==> config.mk <==
export PLATFORM = sky130hd
export DESIGN_NAME = uart_receiver
export DESIGN_NICKNAME = d
export VERILOG_FILES = /design/src/rtl/uart_pkg.sv /design/src/rtl/uart_receiver_rx_sync.sv /design/src/rtl/uart_receiver.sv
export SDC_FILE = /design/constraint.sdc
export NUM_CORES = 1
export LEC_CHECK = 0
export BUFFER_PORTS_ARGS = -buffer_cell sky130_fd_sc_hd__buf_4
export CORE_MARGIN = 2
export CORE_UTILIZATION = 35
export CTS_BUF_LIST = sky130_fd_sc_hd__clkbuf_4
export CTS_CLUSTER_DIAMETER = 40
export DETAILED_ROUTE_END_ITERATION = 12
export REMOVE_ABC_BUFFERS = 1
export SYNTH_ARGS = -nofsm -noshare
export SYNTH_HDL_FRONTEND = slang
export SYNTH_HIERARCHICAL = 1
export SYNTH_SLANG_ARGS = --single-unit
==> constraint.sdc <==
create_clock -name clk_50m -period 2.2 [get_ports clk_50m]
set_input_delay 0.33 -clock clk_50m [delete_from_list [all_inputs] [get_ports clk_50m]]
set_output_delay 0.33 -clock clk_50m [all_outputs]
set_load 0.05 [all_outputs]
==> src/rtl/uart_pkg.sv <==
// Shared constants and FSM encoding for the UART receiver.
// The PARITY state only exists when UART_RX_PARITY_EN is defined.
`timescale 1ns/1ps
package uart_pkg;

  localparam int OVERSAMPLE_DEF = 16;
  localparam int DATA_BITS_DEF  = 8;
  localparam int BAUD           = 115200;

  typedef enum logic [2:0] {
    ST_IDLE   = 3'd0,
    ST_START  = 3'd1,
    ST_DATA   = 3'd2,
    ST_STOP   = 3'd3
`ifdef UART_RX_PARITY_EN
    ,
    ST_PARITY = 3'd4
`endif
  } state_e;

endpackage

==> src/rtl/uart_receiver_rx_sync.sv <==
// Two-flop synchronizer for the asynchronous serial line.
// Both flops reset to 1 so an idle line never looks like a start bit.
`timescale 1ns/1ps
module rx_sync (
  input  logic clk_50m,
  input  logic clr,
  input  logic rx_i,
  output logic rx_s_o
);

  logic meta_q;
  logic sync_q;

  always_ff @(posedge clk_50m) begin
    if (clr) begin
      meta_q <= 1'b1;
      sync_q <= 1'b1;
    end else begin
      meta_q <= rx_i;
      sync_q <= meta_q;
    end
  end

  assign rx_s_o = sync_q;

endmodule

==> src/rtl/uart_receiver.sv <==
// Oversampling UART receiver (8N1 by default, DATA_BITS LSB first).
// Define UART_RX_PARITY_EN to add an even-parity bit and the parity_err output.
`timescale 1ns/1ps
module uart_receiver
  import uart_pkg::*;
#(
  parameter int OVERSAMPLE = OVERSAMPLE_DEF,
  parameter int DATA_BITS  = DATA_BITS_DEF
) (
  input  logic                 clk_50m,
  input  logic                 clr,
  input  logic                 Rx,
  input  logic                 Rxclk_en,
  input  logic                 rdy_clr,
  output logic [DATA_BITS-1:0] data_out,
  output logic                 rdy,
  output logic                 frame_err,
  output logic                 overrun
`ifdef UART_RX_PARITY_EN
  ,
  output logic                 parity_err
`endif
);

  localparam int CNT_W = $clog2(OVERSAMPLE);
  localparam int IDX_W = (DATA_BITS > 1) ? $clog2(DATA_BITS) : 1;
  localparam logic [CNT_W-1:0] CNT_MID  = CNT_W'(OVERSAMPLE / 2 - 1);
  localparam logic [CNT_W-1:0] CNT_LAST = CNT_W'(OVERSAMPLE - 1);
  localparam logic [IDX_W-1:0] IDX_LAST = IDX_W'(DATA_BITS - 1);

  logic                 rx_s;
  state_e               state_q, state_d;
  logic [CNT_W-1:0]     cnt_q, cnt_d;
  logic [IDX_W-1:0]     idx_q, idx_d;
  logic [DATA_BITS-1:0] buf_q, buf_d;
  logic [DATA_BITS-1:0] data_q, data_d;
  logic                 rdy_q, rdy_d;
  logic                 ferr_q, ferr_d;
  logic                 ovr_q, ovr_d;
  logic                 stop_done;
`ifdef UART_RX_PARITY_EN
  logic                 par_q, par_d;
  logic                 perr_q, perr_d;
`endif

  rx_sync u_rx_sync (
    .clk_50m (clk_50m),
    .clr     (clr),
    .rx_i    (Rx),
    .rx_s_o  (rx_s)
  );

  always_ff @(posedge clk_50m) begin
    if (clr) begin
      state_q <= ST_IDLE;
      cnt_q   <= '0;
      idx_q   <= '0;
      buf_q   <= '0;
      data_q  <= '0;
      rdy_q   <= 1'b0;
      ferr_q  <= 1'b0;
      ovr_q   <= 1'b0;
`ifdef UART_RX_PARITY_EN
      par_q   <= 1'b0;
      perr_q  <= 1'b0;
`endif
    end else begin
      state_q <= state_d;
      cnt_q   <= cnt_d;
      idx_q   <= idx_d;
      buf_q   <= buf_d;
      data_q  <= data_d;
      rdy_q   <= rdy_d;
      ferr_q  <= ferr_d;
      ovr_q   <= ovr_d;
`ifdef UART_RX_PARITY_EN
      par_q   <= par_d;
      perr_q  <= perr_d;
`endif
    end
  end

  // Everything in the frame path moves only on oversample ticks.
  always_comb begin
    state_d = state_q;
    cnt_d   = cnt_q;
    idx_d   = idx_q;
    buf_d   = buf_q;
`ifdef UART_RX_PARITY_EN
    par_d   = par_q;
`endif
    if (Rxclk_en) begin
      cnt_d = (cnt_q == CNT_LAST) ? '0 : cnt_q + 1'b1;
      case (state_q)
        ST_IDLE: begin
          cnt_d = '0;
          if (!rx_s) state_d = ST_START;
        end
        ST_START: begin
          if (cnt_q == CNT_MID) begin
            cnt_d   = '0;
            state_d = rx_s ? ST_IDLE : ST_DATA;
          end
        end
        ST_DATA: begin
          if (cnt_q == CNT_LAST) begin
            buf_d[idx_q] = rx_s;
            if (idx_q == IDX_LAST) begin
              idx_d = '0;
`ifdef UART_RX_PARITY_EN
              state_d = ST_PARITY;
`else
              state_d = ST_STOP;
`endif
            end else begin
              idx_d = idx_q + 1'b1;
            end
          end
        end
`ifdef UART_RX_PARITY_EN
        ST_PARITY: begin
          if (cnt_q == CNT_LAST) begin
            par_d   = rx_s;
            state_d = ST_STOP;
          end
        end
`endif
        ST_STOP: begin
          if (cnt_q == CNT_LAST) state_d = ST_IDLE;
        end
        default: begin
          state_d = ST_IDLE;
          cnt_d   = '0;
        end
      endcase
    end
  end

  // A completing frame overrides a simultaneous acknowledge.
  always_comb begin
    stop_done = Rxclk_en && (state_q == ST_STOP) && (cnt_q == CNT_LAST);
    data_d    = data_q;
    rdy_d     = rdy_q;
    ferr_d    = ferr_q;
    ovr_d     = ovr_q;
`ifdef UART_RX_PARITY_EN
    perr_d    = perr_q;
`endif
    if (rdy_clr) begin
      rdy_d = 1'b0;
      ovr_d = 1'b0;
    end
    if (stop_done) begin
      if (rx_s) begin
        data_d = buf_q;
        rdy_d  = 1'b1;
        ferr_d = 1'b0;
        if (rdy_q && !rdy_clr) ovr_d = 1'b1;
`ifdef UART_RX_PARITY_EN
        perr_d = ^{buf_q, par_q};
`endif
      end else begin
        ferr_d = 1'b1;
      end
    end
  end

  assign data_out  = data_q;
  assign rdy       = rdy_q;
  assign frame_err = ferr_q;
  assign overrun   = ovr_q;
`ifdef UART_RX_PARITY_EN
  assign parity_err = perr_q;
`endif

endmodule
==> flow_metrics.tcl <==
set metrics [dict create \
    rows 22 \
    coreArea_mm2 0.00372 \
    gp_congestion 0.818 \
    startpoint "cnt_q[0]" \
    hp-class "in -> reg" \
    vias 1100 \
    setup_viol 0 \
    slowest_stage "or3_1" \
    ys_types 37 \
    final_antenna_net_count 0 \
    tightestPinTransition_ps 507 \
    grt-ovfl-total 0 \
    cts_setup_buffers 0 \
    crit_fanout 12 \
    syn_avg_cell_area_um2 8.98 \
    maxSlewViolCount 0 \
    finalSetupTns_ps 0 \
    insertion_delay_ps 330 \
    r2r_cells 4 \
    drc 0 \
    path_clk_slew_ps 90 \
    hpwl_um 1780 \
    dr.pass1.iters 4 \
    synth_edf_count 0 \
    clock-sinks 30 \
    diodes 0 \
    num_io_pins 16 \
    crit_end "data_out[7]" \
    fin_ws_ps 362 \
    ir_worst_vdd_mv 0.165 \
    worstPathRequired_ps 2410 \
    layout_worst_path_cycle_share_pct 83.6 \
    max_freq_ghz 0.544 \
    fin_worst_skew_ps 13.7 \
    start_util_pct 36.7 \
    power_density_mw_per_mm2 574 \
    cts_resized 0 \
    finalHoldViolations 0 \
    slowest_delay_ps 560 \
    fillers 382 \
    nets 173 \
    hold_buffers 0 \
    avgRoutedWirePerCell_um 12.0 \
    min_period_ps 1840 \
    path_class "reg -> reg" \
    dpl.cell_count 206 \
    relSlewSlack_pct 66.1 \
    drive_gt1_share_pct 15.7 \
    viasPerCell 5.14 \
    utilization_pct 41.8 \
    die-area_mm2 0.00442 \
    syn-instance-count 152 \
    tritoncts "built" \
    cts_root_buf "clkbuf_4" \
    groute.usage.overall_pct 13.5 \
    grt_pass1_wl_um 4440 \
    rr_endpoint "data_out[7]" \
    crit_path_start_kind "flop" \
    port_buffers 15 \
    ys_seq_area_share_pct 44.0 \
    critPathCaptureType "flop" \
    ff2ff_setup_slack_ps 360 \
    final_cells 214 \
    die_x_um 66.5 \
    cts_buffers 5 \
    wl_um 2560 \
    dp_slack_ps 365 \
    syn_area_mm2 0.00137 \
    htreeDepth 2 \
    die_h_um 66.5 \
    fin_total_pwr_uw 890 \
    status "finished clean" \
    grt_start_max_net_pins 19 \
    rr_startpoint "cnt_q[0]" \
    drt_iter0_markers 19 \
    cp_cell_sequence "ha_1 -> nand4_2 -> or3_1 -> mux2i_1" \
    yosysWarningCount 6 \
    rsz0062_at_grt "false" \
    cap_violations 0 \
    area_delta_synth_final_pct 13.7 \
    async_flop_share_pct 0 \
    cts_max_path_buffers 2 \
    worst_ep_arrival_time_ps 2050 \
    synth-seq-cells 30 \
    grt_pass1_vias 988 \
    leakage_nw 0.595 \
    grt_antenna_before_repair 0 \
    synthFlopType "dfxtp_1" \
]
worst min-delay path by stage:
stage | slack [ps] | end | from | cells after the start
floorplan | 380 | u_rx_sync/rx_s_o | u_rx_sync/meta_q | 1
global placement | 390 | u_rx_sync/rx_s_o | u_rx_sync/meta_q | 1
global route | 170 | u_rx_sync/meta_q | Rx | 2
finish | 190 | u_rx_sync/meta_q | Rx | 2
detailed placement | 390 | u_rx_sync/rx_s_o | u_rx_sync/meta_q | 1
CTS | 170 | u_rx_sync/meta_q | Rx | 2
per-stage QoR:
step	instance area, um^2	hold slack [ps]
2_1_floorplan	1320	383
3_3_place_gp	1500	387
3_5_place_dp	1500	392
4_1_cts	1550	169
5_1_grt	1550	167
6_report	1550	185
logic make-up (layout without fill, tap and decap cells):
family	after synthesis	after routing	synth area share [%]
DFF	30	30	44.0
muxes	16	16	11.7
buffers and inverters	16	30	5.13
adders and majority gates	3	3	2.75
and+or+nand+nor	63	63	25.9
AOI/OAI and AO/OA	24	24	10.4
worst max-delay path: cells and delay by family (launching register included):
kind          cells  cell delay [ps]
simple gates      2              870
flops             1              370
fa+ha+maj         1              320
mux               1              160
Yosys cell counts (2+ instances only):
| cell type | instances | area [um^2] |
|---|---|---|
| ha_1 | 3 | 37.5 |
| nor4_1 | 3 | 18.8 |
| buf_2 | 4 | 20.0 |
| inv_1 | 5 | 18.8 |
| mux2i_1 | 16 | 160 |
| or4_1 | 2 | 15.0 |
| nor2b_1 | 4 | 25.0 |
| nand2_1 | 24 | 90.1 |
| clkbuf_1 | 4 | 15.0 |
| dfxtp_1 | 30 | 601 |
| o21ai_0 | 7 | 35.0 |
| or3_1 | 2 | 12.5 |
| nand3_1 | 5 | 25.0 |
| nand3b_1 | 2 | 15.0 |
| o2111ai_1 | 2 | 17.5 |
| and4_1 | 3 | 26.3 |
| nand2b_1 | 2 | 12.5 |
| or2_1 | 2 | 12.5 |
| nor2_1 | 3 | 11.3 |
| nand4_1 | 2 | 12.5 |
| nor3_1 | 3 | 15.0 |
| a21oi_1 | 9 | 45.0 |
sequential cells by signal, indices dropped and copies added, names as in the netlist, 2 cells and up:
| register | cells |
|---|---|
| idx_q | 3 |
| data_out | 8 |
| cnt_q | 4 |
| buf_q | 8 |
| state_q | 2 |
layout make-up:
class                           instances  area, um^2  area share (%)
Sequential cell                        30         601            38.7
Tap cell                               48        60.1            3.87
Clock inverter                          2        8.76           0.565
Inverter                                6        22.5            1.45
Clock buffer                            6        45.0            2.90
Timing Repair Buffer                   16         120            7.74
Multi-Input combinational cell        106         694            44.8
cell usage in the layout, fill, tap and decap left out, types with 4 or more instances in the layout:
master	instances
inv_1	5
nand2_1	24
nor2b_1	4
dfxtp_1	30
mux2i_1	16
clkbuf_4	6
nand3_1	5
a21oi_1	9
buf_4	16
o21ai_0	7
where the power goes:
part | leakage, nW | total (mW) | internal (mW) | switching, mW
logic | 0.320 | 0.0295 | 0.0109 | 0.0186
clock network | 0.0331 | 0.312 | 0.132 | 0.180
registers | 0.242 | 0.548 | 0.545 | 0.00313
total | 0.595 | 0.890 | 0.688 | 0.202
metal layers:
metal	track usage, %	up-vias	share of wire [%]
li1	-	568	-
met2	20.8	20	45
met4	7.65	0	2.1
met1	16.2	507	49
met3	5.07	5	3.8
met5	0	-	0
(Power assumes the default switching activity.)
